### src/rtl/mem_access_module_pkg.sv
// rtl/mem_access_module_pkg.sv - control-bit indices, size codes and FSM state shared by the MEM stage
package mem_access_module_pkg;

    // i_mem_ctl bit positions
    localparam int MEM_RD    = 0;
    localparam int MEM_WR    = 1;
    localparam int MEM_SZ_LO = 2;
    localparam int MEM_SZ_HI = 3;
    localparam int MEM_UNS   = 4;

    // Access size codes carried in i_mem_ctl[MEM_SZ_HI:MEM_SZ_LO]; 2'b11 behaves as a word
    localparam logic [1:0] MEM_SZ_B = 2'b00;
    localparam logic [1:0] MEM_SZ_H = 2'b01;
    localparam logic [1:0] MEM_SZ_W = 2'b10;

    // i_wb_ctl bit positions
    localparam int WB_REGW    = 0;
    localparam int WB_MEM2REG = 1;

    typedef enum logic {
        ST_IDLE = 1'b0,
        ST_WAIT = 1'b1
    } mem_state_t;

    // Natural alignment: halves on even addresses, words (and size 11) on multiples of four
    function automatic logic mem_is_aligned(input logic [1:0] size, input logic [1:0] addr_lo);
        case (size)
            MEM_SZ_B: mem_is_aligned = 1'b1;
            MEM_SZ_H: mem_is_aligned = ~addr_lo[0];
            default:  mem_is_aligned = (addr_lo == 2'b00);
        endcase
    endfunction

endpackage

### src/rtl/mem_lane_align.sv
// rtl/mem_lane_align.sv - byte-lane enables, store replication and load extract/extend
//
// Ports:
//   addr_lo    in   low two address bits selecting the lane
//   size       in   access size code (B/H/W, 11 treated as W)
//   uns        in   1 = zero-extend loads, 0 = sign-extend
//   store_data in   register value to store
//   rdata      in   word returned by data memory
//   be         out  byte enables for the store
//   wdata      out  store data replicated into every lane
//   load_data  out  selected lane, extended to NB_BITS
module mem_lane_align
    import mem_access_module_pkg::*;
#(
    parameter int NB_BITS = 32
) (
    input  logic [1:0]         addr_lo,
    input  logic [1:0]         size,
    input  logic               uns,
    input  logic [NB_BITS-1:0] store_data,
    input  logic [NB_BITS-1:0] rdata,
    output logic [3:0]         be,
    output logic [NB_BITS-1:0] wdata,
    output logic [NB_BITS-1:0] load_data
);

    logic [7:0]  ld_byte;
    logic [15:0] ld_half;

    always_comb begin
        ld_byte   = rdata[{addr_lo, 3'b000} +: 8];
        ld_half   = addr_lo[1] ? rdata[31:16] : rdata[15:0];
        be        = 4'b1111;
        wdata     = store_data;
        load_data = rdata;
        case (size)
            MEM_SZ_B: begin
                be        = 4'b0001 << addr_lo;
                wdata     = {(NB_BITS/8){store_data[7:0]}};
                load_data = {{(NB_BITS-8){ld_byte[7] & ~uns}}, ld_byte};
            end
            MEM_SZ_H: begin
                be        = addr_lo[1] ? 4'b1100 : 4'b0011;
                wdata     = {(NB_BITS/16){store_data[15:0]}};
                load_data = {{(NB_BITS-16){ld_half[15] & ~uns}}, ld_half};
            end
            default: begin
                be        = 4'b1111;
                wdata     = store_data;
                load_data = rdata;
            end
        endcase
    end

endmodule

### src/rtl/mem_access_module.sv
// rtl/mem_access_module.sv - MIPS MEM stage: data-memory access FSM and MEM/WB register
//
// Ports:
//   i_clk, i_rst_n            clock, asynchronous active-low reset
//   i_alu_out .. i_mem_ctl    EX/MEM register contents (address, store data, dest, controls)
//   o_dmem_*                  request/ack data-memory port (req, we, word address, be, wdata)
//   i_dmem_ack, i_dmem_rdata  memory acknowledge and read word
//   o_stall                   freezes the upstream pipeline while an access is outstanding
//   o_misalign, o_bus_err     one-cycle pulses: misaligned access dropped / timeout abort
//   o_wb_ctl .. o_reg_dst     MEM/WB register
//   o_fwd_data                MEM/WB forwarding value for the hazard unit
module mem_access_module
    import mem_access_module_pkg::*;
#(
    parameter int NB_BITS = 32,
    parameter int NB_CTL  = 8,
    parameter int TIMEOUT = 15
) (
    input  logic               i_clk,
    input  logic               i_rst_n,
    input  logic [NB_BITS-1:0] i_alu_out,
    input  logic [NB_BITS-1:0] i_data_reg,
    input  logic [4:0]         i_reg_dst,
    input  logic [NB_CTL-1:0]  i_wb_ctl,
    input  logic [NB_CTL-1:0]  i_mem_ctl,
    output logic               o_dmem_req,
    output logic               o_dmem_we,
    output logic [NB_BITS-1:0] o_dmem_addr,
    output logic [3:0]         o_dmem_be,
    output logic [NB_BITS-1:0] o_dmem_wdata,
    input  logic               i_dmem_ack,
    input  logic [NB_BITS-1:0] i_dmem_rdata,
    output logic               o_stall,
    output logic               o_misalign,
    output logic               o_bus_err,
    output logic [NB_CTL-1:0]  o_wb_ctl,
    output logic [NB_BITS-1:0] o_mem_data,
    output logic [NB_BITS-1:0] o_alu_out,
    output logic [4:0]         o_reg_dst,
    output logic [NB_BITS-1:0] o_fwd_data
);

    localparam logic [3:0] TIMEOUT_CNT = 4'(TIMEOUT);

    mem_state_t         state;
    logic [3:0]         wait_cnt;

    logic               rd;
    logic               wr;
    logic [1:0]         size;
    logic               uns;
    logic               memop;
    logic               is_load;
    logic               aligned;
    logic               req_valid;
    logic               misalign_now;
    logic               active;
    logic               timeout_now;
    logic [NB_BITS-1:0] load_data;
    logic               unused_ctl;

    assign rd           = i_mem_ctl[MEM_RD];
    assign wr           = i_mem_ctl[MEM_WR];
    assign size         = i_mem_ctl[MEM_SZ_HI:MEM_SZ_LO];
    assign uns          = i_mem_ctl[MEM_UNS];
    assign memop        = rd | wr;
    // read+write together resolves to a store
    assign is_load      = rd & ~wr;
    assign aligned      = mem_is_aligned(size, i_alu_out[1:0]);
    assign req_valid    = memop & aligned;
    assign misalign_now = memop & ~aligned;
    assign unused_ctl   = ^i_mem_ctl[NB_CTL-1:MEM_UNS+1];

    // In WAIT the EX/MEM inputs are frozen, so the request stays asserted from state alone
    assign active      = (state == ST_WAIT) | req_valid;
    assign timeout_now = (state == ST_WAIT) & ~i_dmem_ack & (wait_cnt == TIMEOUT_CNT);

    // Gated by reset so an aborted access drops its request without waiting for a clock
    assign o_dmem_req   = i_rst_n & active;
    assign o_stall      = i_rst_n & active & ~i_dmem_ack & ~timeout_now;
    assign o_dmem_we    = wr;
    assign o_dmem_addr  = {i_alu_out[NB_BITS-1:2], 2'b00};

    mem_lane_align #(
        .NB_BITS (NB_BITS)
    ) u_lane (
        .addr_lo    (i_alu_out[1:0]),
        .size       (size),
        .uns        (uns),
        .store_data (i_data_reg),
        .rdata      (i_dmem_rdata),
        .be         (o_dmem_be),
        .wdata      (o_dmem_wdata),
        .load_data  (load_data)
    );

    always_ff @(posedge i_clk or negedge i_rst_n) begin
        if (!i_rst_n) begin
            state      <= ST_IDLE;
            wait_cnt   <= 4'd0;
            o_misalign <= 1'b0;
            o_bus_err  <= 1'b0;
            o_wb_ctl   <= '0;
            o_mem_data <= '0;
            o_alu_out  <= '0;
            o_reg_dst  <= '0;
        end else begin
            o_misalign <= misalign_now;
            o_bus_err  <= timeout_now;

            case (state)
                ST_IDLE: begin
                    if (req_valid && !i_dmem_ack) begin
                        state    <= ST_WAIT;
                        wait_cnt <= 4'd1;
                    end
                end
                ST_WAIT: begin
                    if (i_dmem_ack || timeout_now) begin
                        state    <= ST_IDLE;
                        wait_cnt <= 4'd0;
                    end else begin
                        wait_cnt <= wait_cnt + 4'd1;
                    end
                end
                default: begin
                    state    <= ST_IDLE;
                    wait_cnt <= 4'd0;
                end
            endcase

            // Stall, misaligned drop and timeout all hand WB a bubble so nothing retires twice
            if (o_stall || misalign_now || timeout_now) begin
                o_wb_ctl   <= '0;
                o_mem_data <= '0;
                o_alu_out  <= '0;
                o_reg_dst  <= '0;
            end else begin
                o_wb_ctl   <= i_wb_ctl;
                o_alu_out  <= i_alu_out;
                o_reg_dst  <= i_reg_dst;
                o_mem_data <= (memop && is_load) ? load_data : '0;
            end
        end
    end

    assign o_fwd_data = o_wb_ctl[WB_MEM2REG] ? o_mem_data : o_alu_out;

endmodule

### config.mk
export PLATFORM = sky130hd
export DESIGN_NAME = mem_access_module
export DESIGN_NICKNAME = d
export VERILOG_FILES = /design/src/rtl/mem_access_module_pkg.sv /design/src/rtl/mem_lane_align.sv /design/src/rtl/mem_access_module.sv
export SDC_FILE = /design/constraint.sdc
export NUM_CORES = 1
export LEC_CHECK = 0
export CORE_AREA = 2 2 120 122
export DETAILED_ROUTE_END_ITERATION = 16
export DIE_AREA = 0 0 122 124
export PLACE_DENSITY_LB_ADDON = 0.05
export RECOVER_POWER = 100
export SYNTH_ARGS = -nofsm -noshare
export SYNTH_HDL_FRONTEND = slang
export SYNTH_SLANG_ARGS = --single-unit
export TNS_END_PERCENT = 50
### constraint.sdc
create_clock -name i_clk -period 2.02 [get_ports i_clk]
set_clock_uncertainty 0.1 [all_clocks]
set_input_delay 0.404 -clock i_clk [delete_from_list [all_inputs] [get_ports i_clk]]
set_output_delay 0.404 -clock i_clk [all_outputs]
set_load 0.01 [all_outputs]
==> results.cfg, run 1 <==
[global_routing]
antenna_found_initial = 0
grt_pass1_vias = 4400
use_met1 = 0.239
grt.total_usage = 0.213
grt_most_used_layer = met2
grt_start_max_net_pins = 50
met3_usage = 0.0490
grt_first_pass_wirelength_um = 24200
use_met2 = 0.396
grt-ovfl-total = 0

[logic_synthesis]
syn_avg_cell_area_um2 = 10.7
synth_largest_area_cell = dfrtp_1
netlist_top_cells_count = 84 x dfrtp_1, 48 x mux2_2, 47 x and2_1, 41 x buf_4
synthTopCellsByArea = dfrtp_1 47%, mux2_2 12%, buf_4 6.8%
synth.cell_area_um2 = 4500
synthMostInstantiatedCell = dfrtp_1
netlist_instances = 419
yosysWarnings = 0
synthFlopType = dfrtp_1
netlist.area_leader.share = 0.467
synth_edf_count = 0
yosysSeqAreaShare = 0.467
ys_seq_elements = 84
ys_types = 44
ys_async_sr_fraction = 1.00

[worst_setup_path]
worstPathRequired_ns = 1.52
worst-r2r-setup-slack_ns = 0.16
ff2ff_path_depth = 7
start_kind = register
r2r-start = wait_cnt[0]
critPathArrivalTime_ns = 1.59
path_max_fanout = 6
crit_path_end_kind = primary output
critPathKind = reg2out
r2r_end = o_mem_data[7]

[placement]
gp_congestion = 0.792
dp_hpwl_um = 12600
place_inst = 867
dp_slack_ns = -0.654
io_buffers = 296
placed_cell_area_um2 = 7610

[layout]
n_antenna_cell = 0
layout-area-overhead-vs-synth_pct = 81.3
drive_above_1_share = 0.261
final_area_um2 = 8160
fin_cells = 911
fill_cells = 1190
fin_util = 0.595
fin_nets = 847

[pwr]
p_sw_uw = 1340
pwr-share-seq = 0.366
power.density_nw_per_um2 = 618
clockPowerShare = 0.330
total_leakage_power_uw = 0.00359
power.internal_uw = 3700
ir_worst_vdd_uv = 384
sw_frac_of_total = 0.267
combPwrFrac = 0.304

[die]
rows = 43
io_pins = 302
fp.coreArea_um2 = 13700
die_y_um = 124
dieArea_um2 = 15100
dieWidth_um = 122
start_util = 0.328

[clocking]
path_clk_slew_ns = 0.06
root_buffer = clkbuf_16
cts.path.max_buffers = 2
htree_levels = 3
clock_latency_ns = 0.34
cts_buffers = 9
cts_tree = yes
clkSinkCount = 84

[routing]
finalWirelength_um = 17200
via_per_inst = 4.82
drt_iter0_drc = 196
drc = 0
num_vias = 4387
drtAntennaViolNets = 0
drtPass1Iterations = 6
routedWlPerCell_um = 18.9

[status]
outcome = finished, violations left
violations = setup timing

[timing]
max_freq_ghz = 0.477
max_slew.worst_pin.slew_ns = 0.703
slew_headroom = 0.531
final-setup-viol-count = 16
rsz0062_at_grt = true
finalHoldViolCount = 0
fin_crit_sh = 1.04
finalMaxSlewViolations = 0
post-route-min-period_ns = 2.09
fin_ws_ns = -0.0745

[min_path]
hold_class = in2async

[run]
cap_viol_max_count = 0
[worst max-delay path by stage]
stage / startpoint / to / slack [ns] / depth (start not counted)
6_report: o_wb_ctl[1] / o_fwd_data[21] / -0.07 / 5
2_1_floorplan: i_mem_ctl[2] / o_dmem_wdata[13] / -0.002 / 4
3_5_place_dp: i_mem_ctl[2] / o_dmem_be[1] / -0.65 / 5
4_1_cts: o_wb_ctl[1] / o_fwd_data[26] / -0.09 / 3
3_3_place_gp: i_mem_ctl[2] / o_dmem_be[1] / -0.70 / 5
5_1_grt: o_wb_ctl[1] / o_fwd_data[21] / -0.10 / 5
[layout make-up]
type / count / area (µm²) / share of cell area
Clock buffer: 12 / 256 / 0.0314
Clock inverter: 4 / 47.5 / 0.00583
Inverter: 3 / 11.3 / 0.00138
Multi-Input combinational cell: 262 / 2060 / 0.252
Sequential cell: 84 / 2100 / 0.258
Tap cell: 180 / 225 / 0.0276
Timing Repair Buffer: 366 / 3460 / 0.424
[routing by layer]
metal	routed length [µm]	vias up
met5	0	-
met4	227	0
met3	1310	14
met2	9140	221
met1	6510	2123
li1	-	2029
[cell usage in the layout, fill, tap and decap left out, types with 5 or more instances in the layout]
master,netlist,layout
a21oi_1,12,11
a222oi_1,7,7
a22o_1,7,7
a22oi_1,7,7
and2_1,47,47
buf_12,0,5
buf_2,5,13
buf_4,41,51
buf_6,2,22
clkbuf_16,0,10
clkbuf_2,0,12
clkdlybuf4s15_1,0,7
clkdlybuf4s50_1,0,216
dfrtp_1,84,83
dlygate4sd2_1,0,25
mux2_2,48,46
mux2i_1,17,17
nand2_1,10,10
nor2_1,18,14
nor2b_1,19,18
nor3_1,18,18
o21ai_0,10,10
o2bb2ai_1,7,7
[stage by stage]
step / total power, µW / hold WS (ns) / setup TNS (ns)
global placement: 3340 / 0.248 / -53.80
global route: 5250 / 0.366 / -3.54
floorplan: 2460 / 0.00841 / -0.00481
CTS: 5020 / 0.151 / -0.908
finish: 5050 / 0.283 / -0.711
detailed placement: 3350 / 0.248 / -57.52
[sequential cells by signal, indices dropped and copies added (netlist names)]
name and cells:
o_alu_out 32, o_bus_err 1, o_mem_data 32, o_misalign 1
o_reg_dst 5, o_wb_ctl 8, state 1, wait_cnt 4
[critical path, stage by stage (launching register included)]
cell and delay, ns:
dfrtp_2 0.44, buf_6 0.14, clkbuf_16 0.15, buf_4 0.14, mux2_2 0.27, buf_6 0.12
[repair_timing]
item                                   CTS  global route
gates cloned                             2             4
endpoints found under the hold margin    3             0
gates resized for setup                180            59
pin swaps                                5             7
setup buffers                            7            14
hold buffers                             1             0
setup endpoints to repair              142           104
[cell families after synthesis]
logic type,synth area share
AO/OA/AOI/OAI,0.107
XOR/XNOR,0.00195
adder cells (fa/ha/maj),0.00278
buffers and inverters,0.102
flip-flops,0.467
multiplexers,0.163
other,0.000833
AND/OR/NAND/NOR,0.155
[power groups by stage]
stage	logic (µW)	registers, µW	clock network [µW]
6_report	1530	1850	1670
5_1_grt	1640	1860	1760
4_1_cts	1460	1850	1710
3_5_place_dp	1480	1880	0
3_3_place_gp	1460	1870	0
2_1_floorplan	548	1910	0
No activity file was read; power rests on OpenSTA's default activity.
==> run 2: changes to the inputs <==
Settings changed: ABC_CLOCK_PERIOD_IN_PS set to 2020.
==> results of run 2 <==
The final DEF is identical to that of run 1; final timing and power are the same.
